$ cat config.mk
export PLATFORM = sky130hd
export DESIGN_NAME = pe_mac_acc
export DESIGN_NICKNAME = d
export VERILOG_FILES = /design/src/rtl/pe_mac_acc.sv
export SDC_FILE = /design/constraint.sdc
export NUM_CORES = 1
export LEC_CHECK = 0
export CAP_MARGIN = 5
export CORE_ASPECT_RATIO = 1.5
export CORE_UTILIZATION = 50
export CTS_BUF_LIST = sky130_fd_sc_hd__clkbuf_8
export DETAILED_ROUTE_END_ITERATION = 12
export PLACE_DENSITY = 0.81
export SLEW_MARGIN = 15
export SYNTH_ARGS = -nofsm -noshare
export SYNTH_HDL_FRONTEND = slang
export SYNTH_SLANG_ARGS = --single-unit
$ cat constraint.sdc
create_clock -name clk -period 6.2 [get_ports clk]
set_clock_uncertainty 0.2 [all_clocks]
set_input_delay 1.55 -clock clk [delete_from_list [all_inputs] [get_ports clk]]
set_output_delay 1.55 -clock clk [all_outputs]
set_load 0.01 [all_outputs]
$ cat src/rtl/pe_mac_acc.sv
// pe_mac_acc: signed multiply-accumulate processing element for one array cell.
// A stationary weight multiplies each valid activation. The product runs through
// a MUL_LAT-deep pipeline with its valid bit. In CHAIN mode it is added to the
// incoming psum. In ACC mode it is accumulated locally over a window of
// i_acc_len products. Every add either saturates or wraps, set by SATURATE.
//
// Ports:
//   clk, rst          clock, asynchronous active-low reset
//   i_data/_val       activation sample; each valid issues one multiply
//   i_weight/_val     stationary weight load (bypassed into a same-cycle multiply)
//   i_psum            incoming psum, sampled when the product reaches the adder (CHAIN)
//   i_mode            0 = CHAIN, 1 = ACC; taken only while idle with no issue
//   i_acc_len         ACC window length, latched by the first product (0 acts as 1)
//   i_clear           synchronous flush of pipeline, window and accumulator
//   o_psum/_val       registered result and its one-cycle strobe
//   o_busy            work in flight or ACC window partially filled
//
// ACC window states:
//   state    | meaning
//   ST_IDLE  | no products accumulated; next product opens a window
//   ST_FILL  | window open, cnt_q products accumulated, waiting for len_q
module pe_mac_acc #(
   parameter int DATA_W   = 8,
   parameter int WEIGHT_W = 8,
   parameter int PSUM_W   = 16,
   parameter int MUL_LAT  = 3,
   parameter int CNT_W    = 8,
   parameter int SATURATE = 1
) (
   input  logic                clk,
   input  logic                rst,
   input  logic [DATA_W-1:0]   i_data,
   input  logic                i_data_val,
   input  logic [WEIGHT_W-1:0] i_weight,
   input  logic                i_weight_val,
   input  logic [PSUM_W-1:0]   i_psum,
   input  logic                i_mode,
   input  logic [CNT_W-1:0]    i_acc_len,
   input  logic                i_clear,
   output logic [PSUM_W-1:0]   o_psum,
   output logic                o_psum_val,
   output logic                o_busy
);

   localparam int PROD_W = DATA_W + WEIGHT_W;

   typedef enum logic {ST_IDLE, ST_FILL} win_state_t;

   logic [WEIGHT_W-1:0] weight_q, weight_d, eff_weight;
   logic [PROD_W-1:0]   data_ext, wt_ext, prod_now;
   logic [PROD_W-1:0]   prod_q [MUL_LAT];
   logic [PROD_W-1:0]   prod_d [MUL_LAT];
   logic [MUL_LAT-1:0]  val_q, val_d;
   logic                mode_q, mode_d;
   win_state_t          state_q, state_d;
   logic [CNT_W-1:0]    cnt_q, cnt_d, len_q, len_d, len_eff, cnt_next;
   logic [PSUM_W-1:0]   acc_q, acc_d, psum_q, psum_d, acc_new;
   logic                psum_val_q, psum_val_d;
   logic [PSUM_W:0]     prod_ext, sum_chain, sum_acc;

   // The sum is one bit wider than the psum. The top two bits disagree exactly
   // when the result is out of range.
   function automatic logic [PSUM_W-1:0] sat_fn(input logic [PSUM_W:0] s);
      logic [PSUM_W-1:0] r;
      r = s[PSUM_W-1:0];
      if ((SATURATE != 0) && (s[PSUM_W] != s[PSUM_W-1])) begin
         r = s[PSUM_W] ? {1'b1, {(PSUM_W-1){1'b0}}} : {1'b0, {(PSUM_W-1){1'b1}}};
      end
      return r;
   endfunction

   // A weight loaded in the same cycle as a sample is used by that sample.
   assign eff_weight = i_weight_val ? i_weight : weight_q;
   assign data_ext   = {{WEIGHT_W{i_data[DATA_W-1]}}, i_data};
   assign wt_ext     = {{DATA_W{eff_weight[WEIGHT_W-1]}}, eff_weight};
   assign prod_now   = data_ext * wt_ext;

   assign prod_ext  = {{(PSUM_W+1-PROD_W){prod_q[MUL_LAT-1][PROD_W-1]}}, prod_q[MUL_LAT-1]};
   assign sum_chain = {i_psum[PSUM_W-1], i_psum} + prod_ext;
   assign sum_acc   = (state_q == ST_IDLE) ? prod_ext : ({acc_q[PSUM_W-1], acc_q} + prod_ext);
   assign acc_new   = sat_fn(sum_acc);
   assign len_eff   = (state_q == ST_IDLE) ? ((i_acc_len == '0) ? CNT_W'(1) : i_acc_len) : len_q;
   assign cnt_next  = (state_q == ST_IDLE) ? CNT_W'(1) : (cnt_q + CNT_W'(1));

   assign o_busy     = (|val_q) || (cnt_q != '0);
   assign o_psum     = psum_q;
   assign o_psum_val = psum_val_q;

   always_comb begin
      weight_d   = eff_weight;
      prod_d     = prod_q;
      prod_d[0]  = prod_now;
      val_d      = val_q;
      val_d[0]   = i_data_val;
      mode_d     = mode_q;
      state_d    = state_q;
      cnt_d      = cnt_q;
      len_d      = len_q;
      acc_d      = acc_q;
      psum_d     = psum_q;
      psum_val_d = 1'b0;

      for (int i = 1; i < MUL_LAT; i++) begin
         prod_d[i] = prod_q[i-1];
         val_d[i]  = val_q[i-1];
      end

      if (!o_busy && !i_data_val) begin
         mode_d = i_mode;
      end

      if (i_clear) begin
         val_d   = '0;
         cnt_d   = '0;
         acc_d   = '0;
         state_d = ST_IDLE;
      end else if (val_q[MUL_LAT-1]) begin
         if (!mode_q) begin
            psum_d     = sat_fn(sum_chain);
            psum_val_d = 1'b1;
         end else begin
            len_d = len_eff;
            if (cnt_next == len_eff) begin
               psum_d     = acc_new;
               psum_val_d = 1'b1;
               cnt_d      = '0;
               acc_d      = '0;
               state_d    = ST_IDLE;
            end else begin
               acc_d   = acc_new;
               cnt_d   = cnt_next;
               state_d = ST_FILL;
            end
         end
      end
   end

   always_ff @(posedge clk or negedge rst) begin
      if (!rst) begin
         weight_q   <= '0;
         for (int i = 0; i < MUL_LAT; i++) prod_q[i] <= '0;
         val_q      <= '0;
         mode_q     <= 1'b0;
         state_q    <= ST_IDLE;
         cnt_q      <= '0;
         len_q      <= '0;
         acc_q      <= '0;
         psum_q     <= '0;
         psum_val_q <= 1'b0;
      end else begin
         weight_q   <= weight_d;
         for (int i = 0; i < MUL_LAT; i++) prod_q[i] <= prod_d[i];
         val_q      <= val_d;
         mode_q     <= mode_d;
         state_q    <= state_d;
         cnt_q      <= cnt_d;
         len_q      <= len_d;
         acc_q      <= acc_d;
         psum_q     <= psum_d;
         psum_val_q <= psum_val_d;
      end
   end

endmodule

==> metrics.md <==
| Metric | Value |
|---|---|
| Global route hottest layer | `met2` |
| Unique masters post-synth | `68` |
| EDFF count, synth | `0` |
| Crit Reg-Reg Endpoint | `prod_d[28]$_DFF_PN0_` |
| # rows | `57` |
| DRC Markers | `0` |
| Top-count cell post-synth | `dfrtp_1` |
| CP delay by family, top | `adder cells` |
| Cts hold-fix bufs | `0` |
| Initial antenna violation count | `0` |
| Number of antenna diodes | `0` |
| Worst-path fanout max | `2` |
| Vias post-DR | `6646` |
| Post-synthesis cell area | `8420 µm²` |
| Largest net degree at the start of global routing | `65` |
| Maximum VDD drop | `219 µV` |
| Max stage delay on crit path | `0.53 ns` |
| Worst Setup EP | `prod_d[28]$_DFF_PN0_` |
| Fin crit period | `5.94 ns` |
| Critical path startpoint category | `input port` |
| Outcome | `complete, no violations` |
| Top post-synthesis cells by area | `dfrtp_1 (33%), fa_1 (14%), ha_1 (9.4%)` |
| FF-to-FF path depth | `19` |
| CTS max path bufs | `2` |
| Syn Inst Count | `848` |
| Antenna-violating nets left | `0` |
| Worst path depth | `21` |
| CTS tree | `done` |
| Top cell type's share of synthesized area | `32.7%` |
| Worst Setup SP | `i_weight[1]` |
| Gpl congestion | `0.955` |
| Total Nets Final | `1122` |
| GRT Util Overall | `23.4%` |
| Tightest Pin Transition | `1.03 ns` |
| Static leakage | `4.63 nW` |
| Worst-path clk slew | `0.11 ns` |
| Number of global-route vias before repair | `7014` |
| Synth warnings | `0` |
| Synth Flop Type | `dfrtp_1` |
| R2R setup slack | `1.43 ns` |
| Syn avg cell area | `9.93 µm²` |
| Met3 Track Usage GR | `4.18%` |
| Crit. End Element | `flop` |
| Worst Hold Launch | `prod_d[10]$_DFF_PN0_` |
| Root buffer cell | `clkbuf_8` |
| TritonCTS Buffers | `9` |
| Grt met1 use | `24.3%` |
| PortBufs | `63` |
| Final setup fails | `0` |
| Worst setup margin | `0.255 ns` |
| RSZ-0062 raised after global routing | `false` |
| Yosys top cell by area | `dfrtp_1` |
| Core ar. | `16300 µm²` |
| CP max stage cell | `fa_1` |
| Die H | `161 µm` |
| Remaining global-route overflow | `0` |
| Fmax | `0.168 GHz` |
| Asr flop ratio synth | `100%` |
| Cell Pwr Density | `418 nW/µm²` |
| Number of max-cap violations | `0` |
| Synth top cells by count | `dfrtp_1 (110), inv_1 (98), ha_1 (63), fa_1 (57)` |
| Dpl ws | `-0.682 ns` |
| Clock Sinks | `110` |
| CP arrival | `6.06 ns` |
| DP HPWL | `15300 µm` |
| Initial core utilization | `51.6%` |
| Cell Chain, Critical Path | `clkdlybuf4s50_1 > mux2i_2 > buf_4 > nor2b_1 > fa_1 > inv_1 > fa_1 > inv_1 > fa_1 > inv_1 > fa_1 > inv_1 > ha_1 > o21ai_1 > a21boi_1 > o21ai_1 > a21boi_1 > o21ai_1 > nor2b_2 > buf_4 > xnor2_1` |
| # fillers | `1323` |
| DIE AREA | `17400 µm²` |
| Clock H-tree levels | `3` |
| Reg2Reg Launch Point | `weight_q[2]$_DFF_PN0_` |
| Met2 global-route usage | `43.2%` |
| CP bufs+invs | `7` |
| Hold/Removal Path Class | `flop to flop` |
| Total power | `4.12 mW` |
| Crit path required time | `6.31 ns` |
| Routed Wire Length | `19000 µm` |
| Sequential share of the synthesized area | `32.7%` |
| Core Util, Final | `60.2%` |
| Tcrit/Tclk final | `95.9%` |
| Die Width | `108 µm` |
| TritonRoute pass-1 iters | `5` |
| Clk_lat worst skew | `0.38 ns` |
| Number of DRC markers in iteration 0 | `354` |
| Ports | `64` |
| Share of cells above drive strength 1 | `11.8%` |
| First-pass GRT wire length | `31900 µm` |
| Count of final hold-check violations | `0` |
| Setup CP Type | `input port to flop` |
| Routed WL per cell | `16.3 µm` |
| Syn-to-layout area delta | `16.8%` |
| Post-synthesis sequential element count | `110` |
| Syn nets | `1014` |
| Rel. slew slack | `31.0%` |
| Vias per cell | `5.69` |
| Max-slew violation count | `0` |
==> sequential cells by signal (all words and copies together) (netlist names), 3 cells and up <==
register and cells:
prod_d 32, prod_ext 16, len_q 8, weight_q 8
acc_q 16, cnt_q 8, val_q 3, o_psum 16
==> metrics by stage <==
stage / std cells / hold WS, ns / area (µm²) / setup TNS (ns)
final: 1167 / 0.155 / 9840 / 0
after global routing: 1167 / 0.157 / 9840 / 0
after CTS: 1166 / 0.161 / 9830 / 0
after detailed placement: 1150 / 0.135 / 9640 / -2.82
after global placement: 1150 / 0.132 / 9640 / -1.87
after floorplan: 848 / 0.131 / 8440 / 0
==> what timing repair did <==
item	CTS	global route
pin swaps	0	3
setup endpoints to repair	3	2
hold endpoints to repair	0	0
setup buffers	0	1
gates resized for setup	1	8
==> worst reg2reg max path, cell delays in order (launching register included) <==
cell      delay [ns]
dfrtp_1         0.39
mux2_4          0.27
and2_1          0.18
fa_1            0.53
inv_1           0.06
fa_1            0.52
inv_1           0.05
fa_1            0.48
inv_1           0.06
fa_1            0.52
inv_1           0.05
ha_1            0.31
o21ai_1         0.11
a21boi_1        0.10
o21ai_1         0.19
a21boi_1        0.11
o21ai_1         0.15
nor2b_2         0.21
buf_4           0.13
xnor2_1         0.10
==> placed cells by master, fill, tap and decap left out, types with 12 or more instances in the layout <==
| master | n |
|---|---|
| dfrtp_1 | 110 |
| inv_1 | 98 |
| ha_1 | 63 |
| clkdlybuf4s50_1 | 61 |
| buf_4 | 58 |
| fa_1 | 57 |
| nand2_1 | 56 |
| a21oi_1 | 56 |
| nor2_1 | 35 |
| xnor2_1 | 35 |
| and2_1 | 28 |
| nand3_1 | 26 |
| nor2b_1 | 25 |
| o21ai_0 | 21 |
| a21o_1 | 15 |
| o31ai_1 | 15 |
| a22o_1 | 14 |
| mux2_2 | 12 |
| a31oi_1 | 12 |
==> power breakdown <==
part	switching (mW)	internal, mW	total [mW]	leakage, nW
logic	1.33	1.31	2.64	3.15
clock network	0.266	0.156	0.422	0.0931
registers	0.116	0.944	1.06	1.38
==> layout make-up <==
class	instances	area, µm²	area share [%]
Clock buffer	9	124	1.26
Clock inverter	7	62.6	0.636
Inverter	100	375	3.81
Multi-Input combinational cell	615	5220	53.0
Sequential cell	110	2750	28.0
Tap cell	206	258	2.62
Timing Repair Buffer	120	1050	10.7
==> layer usage <==
| metal | share of wire, % | vias up |
|---|---|---|
| li1 | - | 3152 |
| met1 | 37 | 3274 |
| met2 | 55 | 162 |
| met3 | 3.7 | 58 |
| met4 | 4.5 | 0 |
| met5 | 0 | - |
==> worst min-delay path by stage <==
stage                             endpoint  slack, ns  cells after the start
floorplan              prod_d[0]$_DFF_PN0_       0.13                      0
global placement     prod_ext[7]$_DFF_PN0_       0.13                      0
detailed placement    prod_d[13]$_DFF_PN0_       0.13                      0
CTS                  prod_ext[6]$_DFF_PN0_       0.16                      0
global route        prod_ext[10]$_DFF_PN0_       0.16                      0
finish              prod_ext[10]$_DFF_PN0_       0.15                      0
==> kinds of logic after synthesis <==
kind of cell / share of synthesized area (%)
AO/OA/AOI/OAI: 17.4
XOR/XNOR: 4.86
adder cells (fa/ha/maj): 23.2
buffers and inverters: 5.72
flip-flops: 32.7
multiplexers: 3.05
AND/OR/NAND/NOR: 13.1
Note: power is estimated with default switching activity, not from simulation.
